--- config.mk ---
export PLATFORM = sky130hd
export DESIGN_NAME = bp_be_di_issue_scheduler
export DESIGN_NICKNAME = d
export VERILOG_FILES = /design/src/rtl/bp_be_pkg.sv /design/src/rtl/bp_be_di_hazard_mask.sv /design/src/rtl/bp_be_di_issue_scheduler.sv
export SDC_FILE = /design/constraint.sdc
export NUM_CORES = 1
export LEC_CHECK = 0
export CORE_MARGIN = 8
export CORE_UTILIZATION = 37
export CTS_BUF_LIST = sky130_fd_sc_hd__clkbuf_16
export DETAILED_ROUTE_END_ITERATION = 7
export HOLD_SLACK_MARGIN = 0.06
export PLACE_DENSITY = 0.88
export SLEW_MARGIN = 20
export SYNTH_ARGS = -nofsm -noshare
export SYNTH_HDL_FRONTEND = slang
export SYNTH_SLANG_ARGS = --single-unit
export TNS_END_PERCENT = 5
--- constraint.sdc ---
create_clock -name clk_i -period 6.5 [get_ports clk_i]
set_input_delay 1.3 -clock clk_i [delete_from_list [all_inputs] [get_ports clk_i]]
set_output_delay 1.3 -clock clk_i [all_outputs]
set_load 0.1 [all_outputs]
--- src/rtl/bp_be_pkg.sv ---
// Shared types for the dual-issue scheduler: configuration selector,
// issue packet layout and scheduler state encoding.
package bp_be_pkg;

   typedef enum logic [0:0] {e_bp_default_cfg} bp_params_e;

   localparam int reg_addr_width_gp = 5;

   typedef struct packed {
      logic [reg_addr_width_gp-1:0] rd;
      logic [reg_addr_width_gp-1:0] rs1;
      logic [reg_addr_width_gp-1:0] rs2;
      logic                         rd_w_v;
      logic                         mem_v;
      logic                         long_v;
   } issue_pkt_s;

   typedef enum logic [0:0] {e_pair, e_split} bp_be_di_sched_state_e;

   // Register address width for a given configuration
   function automatic int bp_reg_addr_width(bp_params_e cfg);
      case (cfg)
         e_bp_default_cfg: return reg_addr_width_gp;
         default:          return reg_addr_width_gp;
      endcase
   endfunction

endpackage

--- src/rtl/bp_be_di_hazard_mask.sv ---
// Per-slot hazard generation: masks scoreboard matches against x0 and
// non-writing destinations; slot 1 also sees structural conflicts with slot 0.
module bp_be_di_hazard_mask
   import bp_be_pkg::*;
#(
   parameter int slot_p = 0
) (
   input  issue_pkt_s  pkt_i,
   input  issue_pkt_s  pkt0_i,
   input  logic [1:0]  rs_match_i,
   input  logic        rd_match_i,
   output logic        hz_o
);

   logic w_rs1_hz, w_rs2_hz, w_rd_hz, w_struct_hz;

   // Ignore reads of x0 and writes that never land in the register file
   always_comb begin
      w_rs1_hz    = rs_match_i[0] & (pkt_i.rs1 != '0);
      w_rs2_hz    = rs_match_i[1] & (pkt_i.rs2 != '0);
      w_rd_hz     = rd_match_i & pkt_i.rd_w_v & (pkt_i.rd != '0);
      w_struct_hz = (pkt_i.mem_v & pkt0_i.mem_v) | (pkt_i.long_v & pkt0_i.long_v);
      hz_o        = w_rs1_hz | w_rs2_hz | w_rd_hz | ((slot_p == 1) ? w_struct_hz : 1'b0);
   end

endmodule

--- src/rtl/bp_be_di_issue_scheduler.sv ---
// Dual-issue scheduler: dispatches an instruction pair, splitting it through
// a one-entry hold register when slot 1 is hazarded.
// Optional: define BP_BE_DI_SPLIT_CNT_EN to add split_cnt_o, a count of
// pair-to-split transitions.
module bp_be_di_issue_scheduler
   import bp_be_pkg::*;
#(
   parameter bp_params_e bp_params_p = e_bp_default_cfg,
   localparam int reg_addr_width_lp = bp_reg_addr_width(bp_params_p)
) (
   input  logic                                clk_i,
   input  logic                                reset_i,
   input  logic [1:0]                          issue_v_i,
   input  issue_pkt_s [1:0]                    issue_pkt_i,
   output logic                                issue_ready_o,
   input  logic                                flush_i,
   input  logic                                dispatch_ready_i,
   output logic [1:0]                          dispatch_v_o,
   output issue_pkt_s [1:0]                    dispatch_pkt_o,
   output logic [1:0][reg_addr_width_lp-1:0]   sb_rs_o1,
   output logic [1:0][reg_addr_width_lp-1:0]   sb_rs_o2,
   output logic [reg_addr_width_lp-1:0]        sb_rd_o1,
   output logic [reg_addr_width_lp-1:0]        sb_rd_o2,
   input  logic [1:0]                          sb_rs_match_i1,
   input  logic [1:0]                          sb_rs_match_i2,
   input  logic                                sb_rd_match_i1,
   input  logic                                sb_rd_match_i2,
   output logic                                score_v_o,
   output logic                                score_v_o2,
   output logic [reg_addr_width_lp-1:0]        score_rd_o,
   output logic [reg_addr_width_lp-1:0]        score_rd_o2
`ifdef BP_BE_DI_SPLIT_CNT_EN
   ,output logic [31:0]                        split_cnt_o
`endif
);

   bp_be_di_sched_state_e r_state;
   issue_pkt_s            r_hold;
   logic                  r_hold_v;

   logic       w_split, w_v0, w_go, w_hz0, w_hz1, w_d0, w_d1, w_latch;
   issue_pkt_s w_pkt0, w_pkt1;

   // Slot 0 is the held instruction while split, otherwise the incoming oldest
   always_comb begin
      w_split = (r_state == e_split);
      w_pkt0  = w_split ? r_hold : issue_pkt_i[0];
      w_pkt1  = issue_pkt_i[1];
      w_v0    = w_split ? r_hold_v : issue_v_i[0];
   end

   bp_be_di_hazard_mask #(.slot_p(0)) u_hz0 (
      .pkt_i      (w_pkt0),
      .pkt0_i     (w_pkt0),
      .rs_match_i (sb_rs_match_i1),
      .rd_match_i (sb_rd_match_i1),
      .hz_o       (w_hz0)
   );

   bp_be_di_hazard_mask #(.slot_p(1)) u_hz1 (
      .pkt_i      (w_pkt1),
      .pkt0_i     (w_pkt0),
      .rs_match_i (sb_rs_match_i2),
      .rd_match_i (sb_rd_match_i2),
      .hz_o       (w_hz1)
   );

   // Dispatch decision; slot 1 only ever goes alongside slot 0 from a fresh pair
   always_comb begin
      w_go    = dispatch_ready_i & ~flush_i & ~reset_i;
      w_d0    = w_go & w_v0 & ~w_hz0;
      w_d1    = w_d0 & ~w_split & issue_v_i[1] & ~w_hz1;
      w_latch = w_d0 & ~w_split & issue_v_i[1] & w_hz1;

      issue_ready_o  = ~reset_i & (flush_i | (w_d0 & ~w_split));
      dispatch_v_o   = {w_d1, w_d0};
      dispatch_pkt_o = {w_pkt1, w_pkt0};

      sb_rs_o1 = {w_pkt0.rs2, w_pkt0.rs1};
      sb_rs_o2 = {w_pkt1.rs2, w_pkt1.rs1};
      sb_rd_o1 = w_pkt0.rd;
      sb_rd_o2 = w_pkt1.rd;

      score_v_o   = w_d0 & w_pkt0.rd_w_v & (w_pkt0.rd != '0) & w_pkt0.long_v;
      score_v_o2  = w_d1 & w_pkt1.rd_w_v & (w_pkt1.rd != '0) & w_pkt1.long_v;
      score_rd_o  = w_pkt0.rd;
      score_rd_o2 = w_pkt1.rd;
   end

   // Pair/split state and the hold register; flush and reset drop the held entry
   always_ff @(posedge clk_i) begin
      if (reset_i || flush_i) begin
         r_state  <= e_pair;
         r_hold_v <= 1'b0;
         if (reset_i) r_hold <= '0;
      end else if (w_latch) begin
         r_state  <= e_split;
         r_hold   <= w_pkt1;
         r_hold_v <= 1'b1;
      end else if (w_split && w_d0) begin
         r_state  <= e_pair;
         r_hold_v <= 1'b0;
      end
   end

`ifdef BP_BE_DI_SPLIT_CNT_EN
   // Count pair-to-split transitions; a latch never happens under flush
   always_ff @(posedge clk_i) begin
      if (reset_i)      split_cnt_o <= '0;
      else if (w_latch) split_cnt_o <= split_cnt_o + 32'd1;
   end
`endif

endmodule

==> metrics <==
setup slack after layout=1.57 ns; Worst-path clk slew=0.06 ns; pre-CTS WS=1.57 ns; DRC Markers=0; clock skew=0.00504 ns; final core occ=60.3%; WL final=5.21 mm; CP max FO=5; max-cap violation count=0; area of the multi-input gates=622 µm²; HP Class=reg2reg; CTS Sinks=19; Power Dens Cells=221 nW/µm²; Yosys reg bits=19; Top-Level Pins=129; Post-synth top cells=60 x buf_4, 18 x and2_1, 18 x edfxtp_1; Synth async-reset ratio=0%; count leader, synth=buf_4; largest net degree at the start of global routing=27; dominant cell type by area after synthesis=edfxtp_1; fill count=351; layout cell share with drive strength beyond 1=15.5%; post-synth net total=211; Post-Synthesis Cells=163; DR vias=1344; non-filler instance count after layout=284; run status=complete, no violations; PostCTS Resize Cnt=0; Rel. slew slack=32.1%; clk_lat worst skew=0.25 ns; antenna violations before repair=0; # setup viols final=0; input/output buffers=128; Mean Syn Cell Area=10.2 µm²; achievable frequency=0.203 GHz; Net Sw Frac=47.6%; Pint=305 µW; Layout Nets=281; Num CTS Buffers=3; row count=24; placed cells=280; Final Hold Fails=0; sequential cell area=561 µm²; synth-to-layout area growth=57.6%; Post-CTS Setup Bufs=0; Worst VDD drop=0.156 mV; Die X=83.1 µm; DRT Pass-1 Iters=3; Combinational Power Share=52.7%; CP endpoint kind=output port; antenna diode count=0; area of the die=6900 µm²; CTS H-tree depth=1; DPL Wire Length=4.39 mm; hold slack=0.866 ns; CTS root buf=clkbuf_16; share of the synthesized area in the top cell type=32.5%; Synth Flop Type=edfxtp_1; post-route antenna net violation count=0; post-place instance area=2540 µm²; wire per inst=18.3 µm; Ys Warns=0; Sum Neg Setup Slack=0 ns; DR iter-0 viols=92; vias in the first global route=1513; sequential share of power=25.4%; Core ar.=4350 µm²; Startpoint Class=primary input; fin crit share=75.9%; Tmin final=4.93 ns; clock power share=21.9%; # hold bufs at CTS=0; Post-synth EDFFs=18; P_sw=276 µW; CTS max path bufs=2; CTS tree=built; register area share after synthesis=33.7%; measured slew at the worst slew-check pin=1.02 ns; mapped cell area=1670 µm²; grt total ovfl=0; Die Ht=83.1 µm; Leakage=0.943 nW; design area=2630 µm²; top post-synthesis cells by area=edfxtp_1 32%, buf_4 27%, mux2_2 11%; first-pass GRT wire length=8.08 mm; GP Congestion=0.741; starting density of the core=38.2%; Worst Path Arrival=3.63 ns; Data required, critical path=5.20 ns; Yosys cell types=39; Design Power=581 µW; GRT Util Overall=14.4%; RSZ-0062 raised after global routing=false; vias per cell=4.73; kind of critical path=in2out; Slew Viols, Final=0
final timing paths:
kind | from | endpoint | slack (ns) | cells past startpoint
setup / recovery | issue_pkt_i[32] | score_v_o2 | 1.57 | 7
hold / removal | r_hold[9] | r_hold_v | 0.87 | 4
setup reg to reg | r_hold_v | r_hold[0] | 3.40 | 6
hold reg to reg | r_hold[9] | r_hold_v | 0.87 | 4
placed cells by master (no fill, tap or decap), drive strengths merged:
cell	synthesis	layout
buf	63	7
and2	18	18
edfxtp	18	18
clkbuf	2	3
nand4	1	1
o31ai	1	1
mux2	18	18
nor3	2	2
nand4b	1	1
or2	1	1
o41ai	1	1
or4	4	4
o21a	1	1
o211ai	3	3
nand3	2	2
or4b	2	2
nor2	4	4
o211a	1	1
nand2	3	3
or3	1	1
clkinvlp	0	1
nand3b	1	1
nor4	2	2
clkdlybuf4s50	0	123
a22oi	1	1
o22ai	2	2
inv	3	3
nor4b	1	1
o21bai	1	1
o21ai	4	4
dfxtp	1	1
cells by family after synthesis:
kind of cell | Yosys count | share of synthesized area [%]
DFF | 19 | 33.7
AOI/OAI and AO/OA | 15 | 8.11
and+or+nand+nor | 43 | 16.7
buffers and inverters | 68 | 29.4
muxes | 18 | 12.2
registers in the layout, indices dropped and copies added, names as in the netlist:
signal and cells:
r_hold 18, r_hold_v 1
metal layers:
metal,vias up,global-route usage [%],wire [µm]
li1,654,-,-
met1,631,14.8,2020
met2,53,27.2,2860
met3,6,3.71,253
met4,0,5.11,72
met5,-,0,0
power by group through the flow:
stage	Sequential [mW]	Clock (mW)	Combinational, mW
after floorplan	0.148	0	0.244
after global placement	0.149	0	0.305
after detailed placement	0.150	0	0.307
after CTS	0.147	0.130	0.308
after global routing	0.149	0.136	0.314
final	0.148	0.127	0.306
layout make-up:
cell class                 instances  share of cell area (%)
sequential                        19                    21.4
clock inverter                     1                   0.286
inverter                           3                   0.429
timing repair buffer             130                    48.9
clock buffer                       3                    2.86
tap                               52                    2.48
multi-input combinational         76                    23.7
critical path, cell delays in order:
cell and delay (ns):
clkdlybuf4s50_1 0.48, or4_1 0.58, o211ai_1 0.20, nand4_1 0.16, or3_1 0.40, nor3_1 0.19, buf_4 0.32
Power figures use the tool's default switching activity.
